**src/rtl/hex_fill_streamer.sv**
```systemverilog
// hex_fill_streamer: accepts one axial centre plus a radius per job and
// streams every cell of the filled hexagon (row-major in dq, then dr) over a
// valid/ready handshake, tagged with hex distance, index and a last flag.
module hex_fill_streamer #(
  parameter int COORD_W    = 16,
  parameter int MAX_RADIUS = 15,
  parameter int RAD_W      = 4,
  parameter int DEPTH_W    = 8,
  parameter int IDX_W      = 16
) (
  input  logic               clk,
  input  logic               reset_n,
  input  logic               in_valid,
  output logic               in_ready,
  input  logic [COORD_W-1:0] q_center,
  input  logic [COORD_W-1:0] r_center,
  input  logic [RAD_W-1:0]   radius,
  output logic               out_valid,
  input  logic               out_ready,
  output logic [COORD_W-1:0] q_out,
  output logic [COORD_W-1:0] r_out,
  output logic [DEPTH_W-1:0] depth,
  output logic [IDX_W-1:0]   out_index,
  output logic               out_last,
  output logic               clamped,
  output logic               busy
);

  // Offsets span -R..+R, and R - dq reaches 2R; three spare bits cover both.
  localparam int DW = RAD_W + 3;

  localparam logic [RAD_W:0]          MAXR_EXT = (RAD_W+1)'(MAX_RADIUS);
  localparam logic signed [DW-1:0]    MAXR_S   = DW'(MAX_RADIUS);
  localparam logic signed [DW-1:0]    ONE_S    = DW'(1);
  localparam logic [IDX_W-1:0]        ONE_IDX  = IDX_W'(1);

  typedef enum logic {IDLE, EMIT} state_t;

  state_t                     state_q, state_d;
  logic signed [DW-1:0]       rad_q, rad_d;
  logic signed [DW-1:0]       dq_q, dq_d;
  logic signed [DW-1:0]       dr_q, dr_d;
  logic signed [COORD_W-1:0]  qc_q, qc_d;
  logic signed [COORD_W-1:0]  rc_q, rc_d;
  logic signed [COORD_W-1:0]  qo_q, qo_d;
  logic signed [COORD_W-1:0]  ro_q, ro_d;
  logic [DEPTH_W-1:0]         dep_q, dep_d;
  logic [IDX_W-1:0]           idx_q, idx_d;
  logic                       last_q, last_d;
  logic                       clamp_q, clamp_d;

  logic                       over;
  logic signed [DW-1:0]       rad_in_s;
  logic signed [DW-1:0]       r_sel;
  logic signed [DW-1:0]       nq, nr;

  function automatic logic signed [DW-1:0] smin(input logic signed [DW-1:0] a,
                                                input logic signed [DW-1:0] b);
    return (a < b) ? a : b;
  endfunction

  function automatic logic signed [DW-1:0] smax(input logic signed [DW-1:0] a,
                                                input logic signed [DW-1:0] b);
    return (a > b) ? a : b;
  endfunction

  function automatic logic signed [DW-1:0] sabs(input logic signed [DW-1:0] a);
    return (a < 0) ? -a : a;
  endfunction

  // Sign-extend a small offset to coordinate width; the add then wraps mod 2^COORD_W.
  function automatic logic signed [COORD_W-1:0] sext(input logic signed [DW-1:0] d);
    return {{(COORD_W-DW){d[DW-1]}}, d};
  endfunction

  // Hex distance of an axial offset from the centre.
  function automatic logic [DEPTH_W-1:0] depth_of(input logic signed [DW-1:0] a,
                                                  input logic signed [DW-1:0] b);
    logic signed [DW-1:0] s;
    logic signed [DW-1:0] m;
    s = a + b;
    m = smax(sabs(a), smax(sabs(b), sabs(s)));
    return DEPTH_W'($unsigned(m));
  endfunction

  assign over     = ({1'b0, radius} > MAXR_EXT);
  assign rad_in_s = {{(DW-RAD_W){1'b0}}, radius};

  // Next-state logic: load cell 0 on acceptance, step the scan on each handshake.
  always_comb begin
    state_d = state_q;
    rad_d   = rad_q;
    dq_d    = dq_q;
    dr_d    = dr_q;
    qc_d    = qc_q;
    rc_d    = rc_q;
    qo_d    = qo_q;
    ro_d    = ro_q;
    dep_d   = dep_q;
    idx_d   = idx_q;
    last_d  = last_q;
    clamp_d = clamp_q;
    r_sel   = '0;
    nq      = '0;
    nr      = '0;
    case (state_q)
      IDLE: begin
        if (in_valid) begin
          r_sel   = over ? MAXR_S : rad_in_s;
          clamp_d = over;
          rad_d   = r_sel;
          dq_d    = -r_sel;
          dr_d    = '0;
          qc_d    = q_center;
          rc_d    = r_center;
          qo_d    = q_center + sext(-r_sel);
          ro_d    = r_center;
          dep_d   = depth_of(-r_sel, '0);
          idx_d   = '0;
          last_d  = (r_sel == '0);
          state_d = EMIT;
        end
      end
      EMIT: begin
        if (out_ready) begin
          if (last_q) begin
            state_d = IDLE;
          end else begin
            // Stay in this column while dr has room, otherwise open the next one.
            if (dr_q < smin(rad_q, rad_q - dq_q)) begin
              nq = dq_q;
              nr = dr_q + ONE_S;
            end else begin
              nq = dq_q + ONE_S;
              nr = smax(-rad_q, -rad_q - nq);
            end
            dq_d   = nq;
            dr_d   = nr;
            qo_d   = qc_q + sext(nq);
            ro_d   = rc_q + sext(nr);
            dep_d  = depth_of(nq, nr);
            idx_d  = idx_q + ONE_IDX;
            last_d = (nq == rad_q) && (nr == smin(rad_q, rad_q - nq));
          end
        end
      end
      default: state_d = IDLE;
    endcase
  end

  // State and registered output fields; everything clears on reset.
  always_ff @(posedge clk or negedge reset_n) begin
    if (!reset_n) begin
      state_q <= IDLE;
      rad_q   <= '0;
      dq_q    <= '0;
      dr_q    <= '0;
      qc_q    <= '0;
      rc_q    <= '0;
      qo_q    <= '0;
      ro_q    <= '0;
      dep_q   <= '0;
      idx_q   <= '0;
      last_q  <= 1'b0;
      clamp_q <= 1'b0;
    end else begin
      state_q <= state_d;
      rad_q   <= rad_d;
      dq_q    <= dq_d;
      dr_q    <= dr_d;
      qc_q    <= qc_d;
      rc_q    <= rc_d;
      qo_q    <= qo_d;
      ro_q    <= ro_d;
      dep_q   <= dep_d;
      idx_q   <= idx_d;
      last_q  <= last_d;
      clamp_q <= clamp_d;
    end
  end

  assign in_ready  = (state_q == IDLE);
  assign out_valid = (state_q == EMIT);
  assign busy      = (state_q == EMIT);
  assign q_out     = qo_q;
  assign r_out     = ro_q;
  assign depth     = dep_q;
  assign out_index = idx_q;
  assign out_last  = last_q;
  assign clamped   = clamp_q;

endmodule

```
**config.mk**
```make
export PLATFORM = sky130hd
export DESIGN_NAME = hex_fill_streamer
export DESIGN_NICKNAME = d
export VERILOG_FILES = /design/src/rtl/hex_fill_streamer.sv
export SDC_FILE = /design/constraint.sdc
export NUM_CORES = 1
export LEC_CHECK = 0
export ABC_AREA = 1
export BUFFER_PORTS_ARGS = -buffer_cell sky130_fd_sc_hd__buf_2
export CAP_MARGIN = 10
export CORE_MARGIN = 3
export CORE_UTILIZATION = 35
export CTS_BUF_LIST = sky130_fd_sc_hd__clkbuf_8
export DETAILED_ROUTE_END_ITERATION = 12
export HOLD_SLACK_MARGIN = 0.02
export PLACE_DENSITY = 0.52
export SLEW_MARGIN = 20
export SYNTH_ARGS = -nofsm -noshare
export SYNTH_HDL_FRONTEND = slang
export SYNTH_SLANG_ARGS = --single-unit
export TNS_END_PERCENT = 30
```
**constraint.sdc**
```tcl
create_clock -name clk -period 8.15 [get_ports clk]
set_clock_uncertainty 0.05 [all_clocks]
set_input_delay 0.4075 -clock clk [delete_from_list [all_inputs] [get_ports clk]]
set_output_delay 0.4075 -clock clk [all_outputs]
set_load 0.02 [all_outputs]
```
== Yosys cells after proc, flatten, opt, wreduce, memory -nomap -nowiden ==
Cells that the tools add are included.
Word-level totals
  register bits: 108
  bits in latches: 0
  RAM bits: 0
  memory bits (read-only): 0
  input port bits: 40
  output and inout bits: 61
  logic and storage cells: 101
  memories: 0
Cells by class
  $add $sub $neg: 16
  multiply operators: 0
  div/mod/pow operators: 0
  $lt $le $gt $ge: 12
  equal/unequal tests: 5
  shift-type cells: 0
  mux-type cells: 51
  bitwise logic cells: 1
  reductions and logical operators: 5
Operators with widths (number)
  2-to-1 mux 7 bit: 25
  2-to-1 mux 16 bit: 9
  case mux 16 bit (2 select lines): 3
  adder 16 x 7 -> 16 bit: 2
  > comparator 7 bit: 4
  less-than comparator 7 x 1 -> 1 bit, second input constant: 4
  negation 7 bit: 4
  case mux 7 bit (2 select lines): 2
  2-to-1 mux 8 bit: 3
  adder 16 x 1 -> 16 bit, second input constant: 1
  adder 16 bit: 1
  case mux 8 bit (2 select lines): 1
  adder 7 x 2 -> 7 bit, second input constant: 2
  less-than comparator 5 x 7 -> 1 bit: 2
  negation 4 -> 7 bit: 2
  subtractor 5 x 7 -> 7 bit: 2
  adder 7 bit: 1
  equality test 7 x 5 -> 1 bit: 1
  equality test 7 bit: 1
  > comparator 1 x 7 -> 1 bit, first input constant: 1
  logical NOT 7 bit: 1
  less-than comparator 7 bit: 1
  subtractor 7 bit: 1
  2-to-1 mux 1 bit: 6
  6 further kinds: 10

== Logic depth before layout (Yosys ltp) ==
  word-level depth: 18
  gate-level depth with buffers: 64
  depth with buffers taken out: 64

== Worst setup path before layout ==
Ideal clock, no wire load.
  path kind: register to register
  from: register rad_q[0]
  to: register dep_q[6], in the netlist depth[6]
  library setup time: 0.120 ns
  arrival time: 8.144 ns
  required time: 7.980 ns
  setup slack: -0.165 ns
  cell stages (with the launch flop): 55
  buffers on the path: 1
  period minus slack after synthesis: 8.315 ns
  cell sequence: dfrtp_1 inv_2 ha_1 inv_1 fa_1 xnor2_1 ha_1 nand3_1 a21oi_1 nor2_1 a2111o_1 ha_1 inv_1 nand3_1 ha_1 a21oi_1 o21a_1 nand2_2 [19 not listed] o21ai_0 nand2_1 nand2_1 nand3_2 nand2_4 inv_2 o21ai_0 ha_1 nand2_1 inv_1 a221oi_1 nand2_1 inv_2 nand3_2 nand3_4 a21oi_1 o21ai_1 nand2_1
On the way
  cells in the longest elaborated chain, start to end: 18
  elaborated cells on any way between the ends: 33
  classes of those cells: 7 x add/sub; 8 x order compare; 18 x mux
Ends and longest elaborated chain
  start: declaration: line 40  | logic signed [DW-1:0] rad_q, rad_d;
  start signal: assignment: line 168  | rad_q <= rad_d;
  subtractor 5 x 7 -> 7 bit or negation 4 -> 7 bit (tied branches): line 130, 135
  less-than comparator 5 x 7 -> 1 bit or subtractor 7 bit (tied branches): line 59, 135
  2-to-1 mux 7 bit or > comparator 7 bit (tied branches): line 59, 64
  less-than comparator 7 bit or 2-to-1 mux 7 bit (tied branches): line 130, 64
  2-to-1 mux 7 bit: line 130  | if (dr_q < smin(rad_q, rad_q - dq_q)) begin
  2-to-1 mux 7 bit: line 126  | if (last_q) begin
  2-to-1 mux 7 bit: line 125  | if (out_ready) begin
  2-to-1 mux 7 bit: line 106  | case (state_q)
  [2 not listed]
  2-to-1 mux 7 bit: line 68  | return (a < 0) ? -a : a;
  > comparator 7 bit: line 64  | return (a > b) ? a : b;
  2-to-1 mux 7 bit: line 64
  > comparator 7 bit: line 64
  2-to-1 mux 7 bit *: line 64
  2-to-1 mux 8 bit *: line 126
  2-to-1 mux 8 bit *: line 125
  case mux 8 bit (2 select lines) *: line 106
  end signal: assignment: line 175  | dep_q <= dep_d;
  end: declaration: line 47  | logic [DEPTH_W-1:0] dep_q, dep_d;
Every way passes the cells marked *; elsewhere a longest branch is shown, timed or not. The select of a mux whose other input is x is not followed.
A chain may end at the register's enable or synchronous reset.

== Final worst setup path ==
  from: register rad_q[0]
  to: register dep_q[2], in the netlist depth[2]
The elaborated chain is that of the path after synthesis.

==> reports/qor.yml <==
logic_synthesis:
  avgSynthCellArea_sq_um: 7.14
  yosysWarnings: 0
  syn_inst: 1358
  syn_area_sq_um: 9690
  ys_seq_area_frac: 0.276
  ys_ff_latch: 107
  synth.distinct_cells: 60
  synth_enable_flop_cells: 0
  synthFlopType: "dfrtp_1"
  synthArstFlopShare: 1.00
drt:
  num_vias: 9391
  post_drt_wl_per_cell_um: 16.0
  routed_wl_um: 30100
  drc: 0
  dr.first_iter.drc_count: 439
  firstDrtPassIters: 7
  drt-vias-per-instance: 4.98
  drtAntennaViolNets: 0
sta:
  finalHoldViolCount: 0
  setup-tns-final_ns: 0
  rsz0062_at_grt: "true"
  setup_viol: 0
  holdWs_ns: 0.00566
  fin_crit_ns: 8.04
  slew_violations: 0
  tightestPinTransition_ns: 0.925
  fmaxAchievable_mhz: 124
  slew_headroom: 0.377
  finalCritPeriodShare: 0.987
floorplan:
  core_sq_um: 27100
  rows: 60
  ios: 101
  die_area_sq_um: 29700
  initial_core_util: 0.358
  die_y_um: 172
  dieWidth_um: 172
setup_path:
  crit_slowest_cell: "fa_2"
  cp_max_fo: 6
  worstReg2RegStart: "rad_q[0]"
  crit_required_ns: 8.43
  r2r_cells: 63
  end_kind: "flip-flop"
  crit_end: "depth[2]"
  critPathKind: "flip-flop to flip-flop"
  crit_path_max_incr_delay_ns: 0.41
  critPathLaunch: "rad_q[0]"
  crit_top_cell: "nand2_4"
  critPathArrivalTime_ns: 8.32
  rrSetupSlack_ns: 0.11
  cp-start-kind: "flip-flop"
  r2r_end: "depth[2]"
cts:
  clk_pin_slew_ns: 0.13
  cts_buffers: 9
  cts_hold_buf: 0
  clkSinkCount: 107
  cts_tree: "yes"
  htree_levels: 3
  cts_root_buffer: "clkbuf_8"
  clkLatencyLatePin_ns: 0.40
  cts_buffer_depth: 2
layout:
  fillers: 2870
  ff_latch_area_sq_um: 2680
  final_area_sq_um: 11600
  area_delta_synth_final_pct: 19.6
  fin_util: 0.428
  diodes: 0
  nets: 1658
  final_cell_mix: "nand2_1 (298), inv_1 (167), dfrtp_1 (105), o21ai_0 (101), nor2_1 (98)"
  drive_above_1_share: 0.208
  multi_input_area_sq_um: 6520
  final_common_cell: "nand2_1"
grt:
  grt-ovfl-total: 0
  grt_max_degree: 63
  grt_pass1_wl_um: 47500
  antenna_found_initial: 2
  grt_pass1_vias: 9046
  grt.total_usage: 0.201
placed_design:
  place_area_sq_um: 11000
  hpwlAfterDp_um: 22600
  port_buffers: 98
  gp_congestion: 0.918
run:
  drv_cap: 0
worst_hold_path:
  hp-class: "input pin to async pin"
outcome:
  status: "finished clean"
-- cell type report --
| class | count | area share |
|---|---|---|
| Tap cell | 372 | 0.0402 |
| Clock inverter | 7 | 0.00399 |
| Multi-Input combinational cell | 1039 | 0.562 |
| Clock buffer | 9 | 0.0107 |
| Inverter | 181 | 0.0601 |
| Timing Repair Buffer | 172 | 0.0914 |
| Sequential cell | 107 | 0.231 |
-- worst max-delay path, delay by kind of cell (launching register included) --
family          cells  cell delay (ns)
buf+inv            11             0.77
fa+ha+maj           9             2.59
xor+xnor            2             0.32
flops               1             0.40
compound gates     12             1.32
simple gates       29             2.52
-- state kept, by name (all words and copies together), names as in the netlist --
register   count
rad_q          4
out_index     16
busy           1
dq_q           7
qc_q          16
dr_q           7
r_out         16
rc_q          16
q_out         16
out_last       1
depth          7
-- synthesized netlist by cell type, types with 4 or more instances --
master	count	area (sq um)
o21ai_0	112	561
o21a_1	6	45.0
nand3_1	74	370
nand2_2	13	81.3
inv_1	172	646
o22ai_1	7	43.8
ha_1	101	1260
o21bai_1	8	60.1
o31ai_1	4	30.0
clkbuf_1	27	101
a21oi_1	106	531
nand4_1	12	75.1
dfrtp_1	107	2680
inv_2	6	22.5
xor2_1	46	403
xnor2_1	9	78.8
a31oi_1	19	119
or2_2	7	43.8
nor3_1	22	110
o21ai_1	6	30.0
nor2_1	102	383
fa_1	7	140
nand3_4	4	70.1
nand3_2	10	100
nand2_4	9	101
nand2_1	310	1160
-- routing by layer --
metal	vias to the layer above	global-route usage	part of all wire
met1	4366	0.280	0.47
met4	2	0.0465	0.015
met2	192	0.328	0.47
met3	35	0.0318	0.047
li1	4796	-	-
met5	-	0	0.00043
-- logic make-up after synthesis --
kind of cell	Yosys count	synth area share
adders and majority gates	108	0.145
DFF	107	0.276
and+or+nand+nor	580	0.274
buffers and inverters	215	0.0860
xor gates and xnor gates	55	0.0497
muxes	1	0.00103
AOI/OAI and AO/OA	291	0.168
other	1	0.000387
-- worst min path at each step --
stage | startpoint | end | slack, ns | cells after the start
after floorplan | reset_n | busy | 0.06 | 0
after global placement | r_out[13] | r_out[13] | 0.41 | 2
after detailed placement | r_out[13] | r_out[13] | 0.41 | 2
after CTS | reset_n | depth[1] | 0.03 | 1
after global routing | reset_n | depth[1] | 0.05 | 1
final | reset_n | depth[0] | 0.006 | 1
-- per-stage QoR --
stage / std cells / worst slack (ns)
floorplan: 1361 / 0.00145
global placement: 1857 / 0.0158
detailed placement: 1857 / -0.233
CTS: 1874 / 0.0202
global route: 1887 / -0.390
finish: 1887 / 0.109
-- timing repair --
item                                    CTS  global route
endpoints found under the setup margin    7             8
setup buffers                             1            14
pin swaps                                 6            48
gates resized for setup                  14            74
Power is not shown: default switching activity piles up to over one toggle a cycle in this logic, so the estimate is an artifact.
